`src/rtl/uart_rx_deserializer.sv`:
```
// UART 8N1 receive deserializer: recovers frames from RxD and writes
// good bytes into a 4-entry buffer via a one-cycle strobe.
//
// Ports:
//   Clk     in   system clock, rising edge
//   Rst     in   synchronous reset, active-high
//   RxD     in   asynchronous serial line, idles high
//   dataOut out  last good byte, valid while WR=1 and held afterwards
//   WR      out  one-cycle buffer write strobe
//   wpaddr  out  buffer address for the current WR, advances after it
//   FERR    out  one-cycle pulse when the stop bit is sampled low
//   BUSY    out  high whenever the receiver is not idle
module uart_rx_deserializer #(
    parameter int BITWIDTH     = 8,
    parameter int CLKS_PER_BIT = 16,
    parameter int SYNC_STAGES  = 2
) (
    input  logic                Clk,
    input  logic                Rst,
    input  logic                RxD,
    output logic [BITWIDTH-1:0] dataOut,
    output logic                WR,
    output logic [1:0]          wpaddr,
    output logic                FERR,
    output logic                BUSY
);

    localparam int HALF = CLKS_PER_BIT / 2;
    localparam int CW   = $clog2(CLKS_PER_BIT);
    localparam int BCW  = (BITWIDTH > 1) ? $clog2(BITWIDTH) : 1;

    typedef enum logic [2:0] {
        S_IDLE,
        S_START,
        S_DATA,
        S_STOP,
        S_BREAK
    } state_e;

    state_e                state_q, state_d;
    logic [SYNC_STAGES-1:0] sync_q;
    logic [CW-1:0]         cnt_q, cnt_d;
    logic [BCW-1:0]        bit_q, bit_d;
    logic [BITWIDTH-1:0]   shift_q, shift_d;
    logic [BITWIDTH-1:0]   data_q, data_d;
    logic                  wr_q, wr_d;
    logic                  ferr_q, ferr_d;
    logic [1:0]            addr_q, addr_d;

    logic rxs;
    logic half_tick;
    logic full_tick;
    logic last_bit;

    assign rxs       = sync_q[SYNC_STAGES-1];
    assign half_tick = (cnt_q == CW'(HALF - 1));
    assign full_tick = (cnt_q == CW'(CLKS_PER_BIT - 1));
    assign last_bit  = (bit_q == BCW'(BITWIDTH - 1));

    // State and datapath registers. Synchronizer resets to the idle
    // line level so a reset never fakes a start bit.
    always_ff @(posedge Clk) begin
        if (Rst) begin
            state_q <= S_IDLE;
            sync_q  <= '1;
            cnt_q   <= '0;
            bit_q   <= '0;
            shift_q <= '0;
            data_q  <= '0;
            wr_q    <= 1'b0;
            ferr_q  <= 1'b0;
            addr_q  <= '0;
        end else begin
            state_q <= state_d;
            sync_q  <= {sync_q[SYNC_STAGES-2:0], RxD};
            cnt_q   <= cnt_d;
            bit_q   <= bit_d;
            shift_q <= shift_d;
            data_q  <= data_d;
            wr_q    <= wr_d;
            ferr_q  <= ferr_d;
            addr_q  <= addr_d;
        end
    end

    // Next-state logic
    always_comb begin
        state_d = state_q;
        unique case (state_q)
            S_IDLE: begin
                if (!rxs) state_d = S_START;
            end
            S_START: begin
                if (half_tick) state_d = rxs ? S_IDLE : S_DATA;
            end
            S_DATA: begin
                if (full_tick && last_bit) state_d = S_STOP;
            end
            S_STOP: begin
                if (full_tick) state_d = rxs ? S_IDLE : S_BREAK;
            end
            S_BREAK: begin
                if (rxs) state_d = S_IDLE;
            end
            default: state_d = S_IDLE;
        endcase
    end

    // Counters, shift register and output strobes
    always_comb begin
        cnt_d   = full_tick ? '0 : cnt_q + CW'(1);
        bit_d   = bit_q;
        shift_d = shift_q;
        data_d  = data_q;
        wr_d    = 1'b0;
        ferr_d  = 1'b0;
        // Address advances on the cycle after each strobe.
        addr_d  = wr_q ? addr_q + 2'd1 : addr_q;
        unique case (state_q)
            S_IDLE: begin
                cnt_d = '0;
                bit_d = '0;
            end
            S_START: begin
                // Realign the counter to mid start bit so every later
                // sample lands mid-bit on a full-period wrap.
                if (half_tick) cnt_d = '0;
                bit_d = '0;
            end
            S_DATA: begin
                if (full_tick) begin
                    shift_d = {rxs, shift_q[BITWIDTH-1:1]};
                    bit_d   = last_bit ? '0 : bit_q + BCW'(1);
                end
            end
            S_STOP: begin
                if (full_tick) begin
                    if (rxs) begin
                        wr_d   = 1'b1;
                        data_d = shift_q;
                    end else begin
                        ferr_d = 1'b1;
                    end
                end
            end
            S_BREAK: begin
                cnt_d = '0;
            end
            default: begin
                cnt_d = '0;
            end
        endcase
    end

    assign dataOut = data_q;
    assign WR      = wr_q;
    assign wpaddr  = addr_q;
    assign FERR    = ferr_q;
    assign BUSY    = (state_q != S_IDLE);

endmodule

```
`config.mk`:
```
export PLATFORM = sky130hd
export DESIGN_NAME = uart_rx_deserializer
export DESIGN_NICKNAME = d
export VERILOG_FILES = /design/src/rtl/uart_rx_deserializer.sv
export SDC_FILE = /design/constraint.sdc
export NUM_CORES = 1
export LEC_CHECK = 0
export ABC_AREA = 1
export CAP_MARGIN = 10
export CORE_MARGIN = 2
export CORE_UTILIZATION = 51
export CTS_BUF_LIST = sky130_fd_sc_hd__clkbuf_8
export CTS_CLUSTER_DIAMETER = 50
export DETAILED_ROUTE_END_ITERATION = 10
export GPL_TIMING_DRIVEN = 0
export PLACE_DENSITY = 0.79
export SETUP_SLACK_MARGIN = 0.15
export SYNTH_ARGS = -nofsm -noshare
export SYNTH_HDL_FRONTEND = slang
export SYNTH_SLANG_ARGS = --single-unit
```
`constraint.sdc`:
```
create_clock -name Clk -period 1.25 [get_ports Clk]
set_clock_uncertainty 0.1 [all_clocks]
set_input_delay 0.125 -clock Clk [delete_from_list [all_inputs] [get_ports Clk]]
set_output_delay 0.125 -clock Clk [all_outputs]
set_load 0.02 [all_outputs]
```
==> Word level (Yosys, flattened, before mapping) <==
Index checks and enable logic that the tools add are counted.
{ "classes": {"add_sub_neg": 3, "multipliers": 0, "div": 0, "order_cmp": 0, "n_eq_ne": 13, "n_shift": 0, "muxes": 16, "bitwise_logic": 2, "reduce_logical": 11} }
{ "op_table": {"columns": ["op", "count"], "rows": [
  ["$mux 3", 8],
  ["$pmux 3 s5", 1],
  ["$ne 2x2->1 const B", 6],
  ["$mux 4", 2],
  ["$pmux 4 s2", 1],
  ["$eq 3x2->1 const B", 2],
  ["$eq 3x3->1 const B", 2],
  ["$pmux 3 s2", 1],
  ["$reduce_and 5->1", 1],
  ["$add 4x1->4 const B", 1],
  ["$eq 4x3->1 const B", 1],
  ["$eq 4x4->1 const B", 1],
  ["$reduce_and 2->1", 2],
  ["$reduce_or 2->1", 2],
  ["$add 3x1->3 const B", 1],
  ["$eq 3x1->1 const B", 1],
  ["$logic_not 3->1", 1],
  ["$reduce_and 3->1", 1],
  ["$reduce_bool 3->1", 1],
  ["$reduce_or 3->1", 1],
  ["$add 2x1->2 const B", 1],
  ["$mux 1", 2],
  ["$mux 2", 1],
  ["$not 1->1", 2],
  ["other kinds (2)", 2]
]} }
{ "word_totals": {"register_bits": 32, "latchBits": 0, "ram_bits": 0, "rom_bits": 0, "input_bits": 3, "output_inout_bits": 13, "elab_cells": 54, "n_memories": 0} }

==> Depth between registers and ports, before layout <==
{ "logic_depth": {"ltp_word": 4, "mapped_depth": 9, "ltp_nobuf": 9} }

==> Worst setup path after synthesis <==
No wires, ideal clock.
{ "synth_timing": {"kind": "flip-flop to flip-flop", "start": "register cnt_q[0]", "end": "register data_q[7] (netlist: dataOut[7])", "setup_ns": 0.070, "arrival_ns": 1.196, "required_time_ns": 1.080, "slack_ns": -0.116, "path_stages_with_launch": 8, "path_buffers": 0, "period_less_slack_ns": 1.366, "path_cell_list": "dfxtp_1 > ha_1 > nand3_4 > inv_1 > nand3_2 > inv_2 > o21ai_0 > a21oi_1"} }
{ "synth_between": {"elab_chain_len": 2} }
{ "synth_lines": {"columns": ["item", "line_no", "source"], "rows": [
  ["start, declared", "42", "logic [CW-1:0] cnt_q, cnt_d;"],
  ["start signal, assigned", "76", "cnt_q <= cnt_d;"],
  ["$eq 4x4->1", "57", "assign full_tick = (cnt_q == CW'(CLKS_PER_BIT - 1));"],
  ["$reduce_and 3->1 (no line)", null, null],
  ["end signal, assigned", "79", "data_q <= data_d;"],
  ["end, declared", "45", "logic [BITWIDTH-1:0] data_q, data_d;"]
]} }
No other way between the ends.
A chain may end at the register's enable or synchronous reset.

==> Worst setup path after layout <==
{ "layout_timing": {"start": "register bit_q[1]", "end": "register state_q[0]"} }
{ "layout_between": {"elab_chain_len": 4} }
{ "layout_lines": {"columns": ["item", "line_no", "source"], "rows": [
  ["start, declared", "43", "logic [BCW-1:0] bit_q, bit_d;"],
  ["start signal, assigned", "77", "bit_q <= bit_d;"],
  ["$eq 3x3->1", "58", "assign last_bit = (bit_q == BCW'(BITWIDTH - 1));"],
  ["$logic_and 1x1->1", "97", "if (full_tick && last_bit) state_d = S_STOP;"],
  ["$ne 2x2->1 (no line)", null, null],
  ["$reduce_and 5->1 (no line)", null, null],
  ["end signal, assigned", "74", "state_q <= state_d;"],
  ["end, declared", "40", "state_e state_q, state_d;"]
]} }
No other way between the ends.

==> results.json <==
{
  "outcome": "complete, but fails checks",
  "violations": "setup timing",
  "crit_top_cell": "nand2_1",
  "nets": 204,
  "grt_max_degree": 11,
  "design_area_um2": 1830,
  "die-area_um2": 2950,
  "hold_viol": 0,
  "routed_wl_mm": 3.12,
  "wl_met1_mm": 1.33,
  "p_leak_nw": 0.845,
  "pwr-share-comb_pct": 10.2,
  "peakVddDrop_v": 0.000904,
  "slowest_delay_ps": 330,
  "instances_no_fill": 228,
  "start_util_pct": 53.0,
  "worstMarginPinSlew_ps": 264,
  "antenna_found_initial": 0,
  "setup_viol": 24,
  "cts_sinks": 32,
  "cts_made_buffers": 5,
  "mostFrequentLayoutCells": "nor2_1 (36), dfxtp_1 (24), nand2_1 (11), buf_2 (11), inv_1 (9)",
  "cts_root_buffer": "clkbuf_8",
  "crit_type": "flop to flop",
  "core_um2": 2430,
  "maxSlewViolCount": 0,
  "fmax_mhz": 705,
  "internal_power_mw": 1.50,
  "preCtsSetupSlack_ps": -353,
  "antenna_cells": 0,
  "dpl.hpwl_mm": 1.74,
  "hold_class": "input port to flop",
  "synthesis.area_um2": 1290,
  "cp_max_fo": 3,
  "synth_top_family_by_area": "simple AND/OR/NAND/NOR gates",
  "clkPwrFrac_pct": 36.7,
  "ys_warn_count": 0,
  "powerDensity_nw_per_um2": 1090,
  "top_layer_used": "met4",
  "vias": 1211,
  "post-route-period-util_pct": 113,
  "yosys-mux-area-fraction_pct": 0,
  "p_sw_mw": 0.503,
  "grt_first_pass_wirelength_mm": 4.56,
  "clkTransAtPathRegs_ps": 70,
  "gp_congestion": 0.804,
  "die_height_um": 54.3,
  "grt_pass1_vias": 1043,
  "area_growth_pct": 42.1,
  "drv_cap": 0,
  "drive_gt1_share_pct": 43.9,
  "insertion_delay_ps": 290,
  "wl_met3_um": 162,
  "place_inst": 207,
  "synth-simple-area-share_pct": 27.2,
  "ios": 16,
  "switching_share_pct": 25.1,
  "hold_ws_ps": 304,
  "antenna_left": 0,
  "cts_buffer_depth": 2,
  "final_common_cell": "nor2_1",
  "wire_per_inst_um": 13.7,
  "worstPathArrival_ps": 1500,
  "die_w_um": 54.3,
  "port_buffers": 15,
  "ys_ff_latch": 32,
  "syn_nets": 168,
  "grt_use_total_pct": 22.2,
  "synthAdderAreaFrac_pct": 2.91,
  "worst_slack_ps": -168,
  "required_ps": 1330,
  "row_count": 18,
  "grt_setup_unrepaired": "true",
  "drt-initial-drc-count": 30,
  "finalPower_mw": 2.00,
  "cpMaxStageDelayCell": "dfxtp_2",
  "vias_per_cell": 5.31,
  "avgSynthCellArea_um2": 7.96,
  "drc": 0,
  "ys_types": 28,
  "htreeDepth": 2,
  "place_area_um2": 1550,
  "cts_tree": "done",
  "utilization_pct": 75.4,
  "grt_remaining_overflow": 0,
  "seq_area_frac_synth_pct": 49.7,
  "worstSetupEndpointType": "flop",
  "synth_cells": 162,
  "met2RoutedLength_mm": 1.59,
  "synthXorXnorAreaFrac_pct": 0.679,
  "synth_compound_area_share_pct": 14.5,
  "fin_crit_ps": 1420,
  "setup_tns_ps": -2080,
  "drt_first_pass_iters": 4,
  "slew-limit-headroom_pct": 82.4,
  "startpoint_type": "flop",
  "crit_chain": "ha_4, ha_4, nand3b_1, nand2_2, inv_1, nand2_1, nand2_1, nand2_1, nor2_1",
  "power_frac_seq_pct": 53.0
}
==> worst max-delay path: cells and delay by family (launching register included) <==
kind	cells	cell delay [ps]
simple gates	6	550
flops	1	330
buf+inv	1	40
fa+ha+maj	2	300
==> power groups by stage <==
stage	Sequential, mW	Combinational [mW]	Clock, mW
after floorplan	1.08	0.105	0
after global placement	1.08	0.141	0
after detailed placement	1.08	0.148	0
after CTS	1.06	0.162	0.742
after global routing	1.06	0.224	0.794
final	1.06	0.205	0.736
==> synthesized netlist by cell type <==
cell type	instances	share of area [%]
nand2_2	2	0.97
ha_1	3	2.9
or2_2	2	0.97
nand3_2	1	0.78
nor2_2	1	0.49
buf_2	1	0.39
inv_6	1	0.68
xor2_1	1	0.68
inv_1	12	3.5
nor2_1	44	13
a21oi_2	1	0.68
inv_2	1	0.29
nand2_1	15	4.4
o22ai_1	1	0.49
nand3b_1	1	0.58
clkbuf_1	1	0.29
o21ai_0	19	7.4
o21ai_2	1	0.68
and3_1	2	0.97
o211ai_1	2	1.2
dfxtp_1	32	50
nor2_8	1	1.6
a211oi_1	1	0.58
nor3_1	1	0.39
a21oi_1	7	2.7
nand3_1	5	1.9
o21ai_1	2	0.78
nand3_4	1	1.4
==> layer usage <==
layer  vias up  global-route usage [%]
met2        25                    36.5
met4         0                    8.75
li1        602                       -
met3         7                    7.38
met5         -                       0
met1       577                    26.7
==> timing repair <==
action,CTS,global route
gates cloned,2,0
hold buffers,0,0
gates resized for setup,79,30
pin swaps,12,8
setup buffers,6,6
endpoints found under the setup margin,42,36
==> cells by family after synthesis <==
kind of cell | after synthesis
simple gates | 76
compound gates | 34
flops | 32
buf+inv | 16
fa+ha+maj | 3
xor+xnor | 1
==> worst paths after layout <==
path                                           endpoint                  start  depth (start not counted)  slack (ps)
worst min register to register     sync_q[1]$_SDFF_PP1_   sync_q[0]$_SDFF_PP1_                          1         330
worst min-delay path               sync_q[0]$_SDFF_PP1_                    RxD                          2         300
worst max register to register  state_q[0]$_SDFFE_PP0P_  bit_q[1]$_SDFFE_PP0P_                          9        -170
worst max-delay path            state_q[0]$_SDFFE_PP0P_  bit_q[1]$_SDFFE_PP0P_                          9        -170
==> area by class of cell <==
type / count / area [um^2]
Timing Repair inverter: 1 / 7.51
Fill cell: 162 / 599
Sequential cell: 32 / 658
Multi-Input combinational cell: 115 / 764
Inverter: 14 / 62.6
Clock buffer: 5 / 68.8
Clock inverter: 2 / 8.76
Timing Repair Buffer: 27 / 210
Tap cell: 30 / 37.5
Buffer: 2 / 15.0
==> flip-flops by register name, indices dropped and copies added (netlist names) <==
signal	flops
dataOut	8
WR	1
shift_q	8
FERR	1
wpaddr	2
bit_q	3
cnt_q	4
sync_q	2
state_q	3
(Power assumes the default switching activity.)
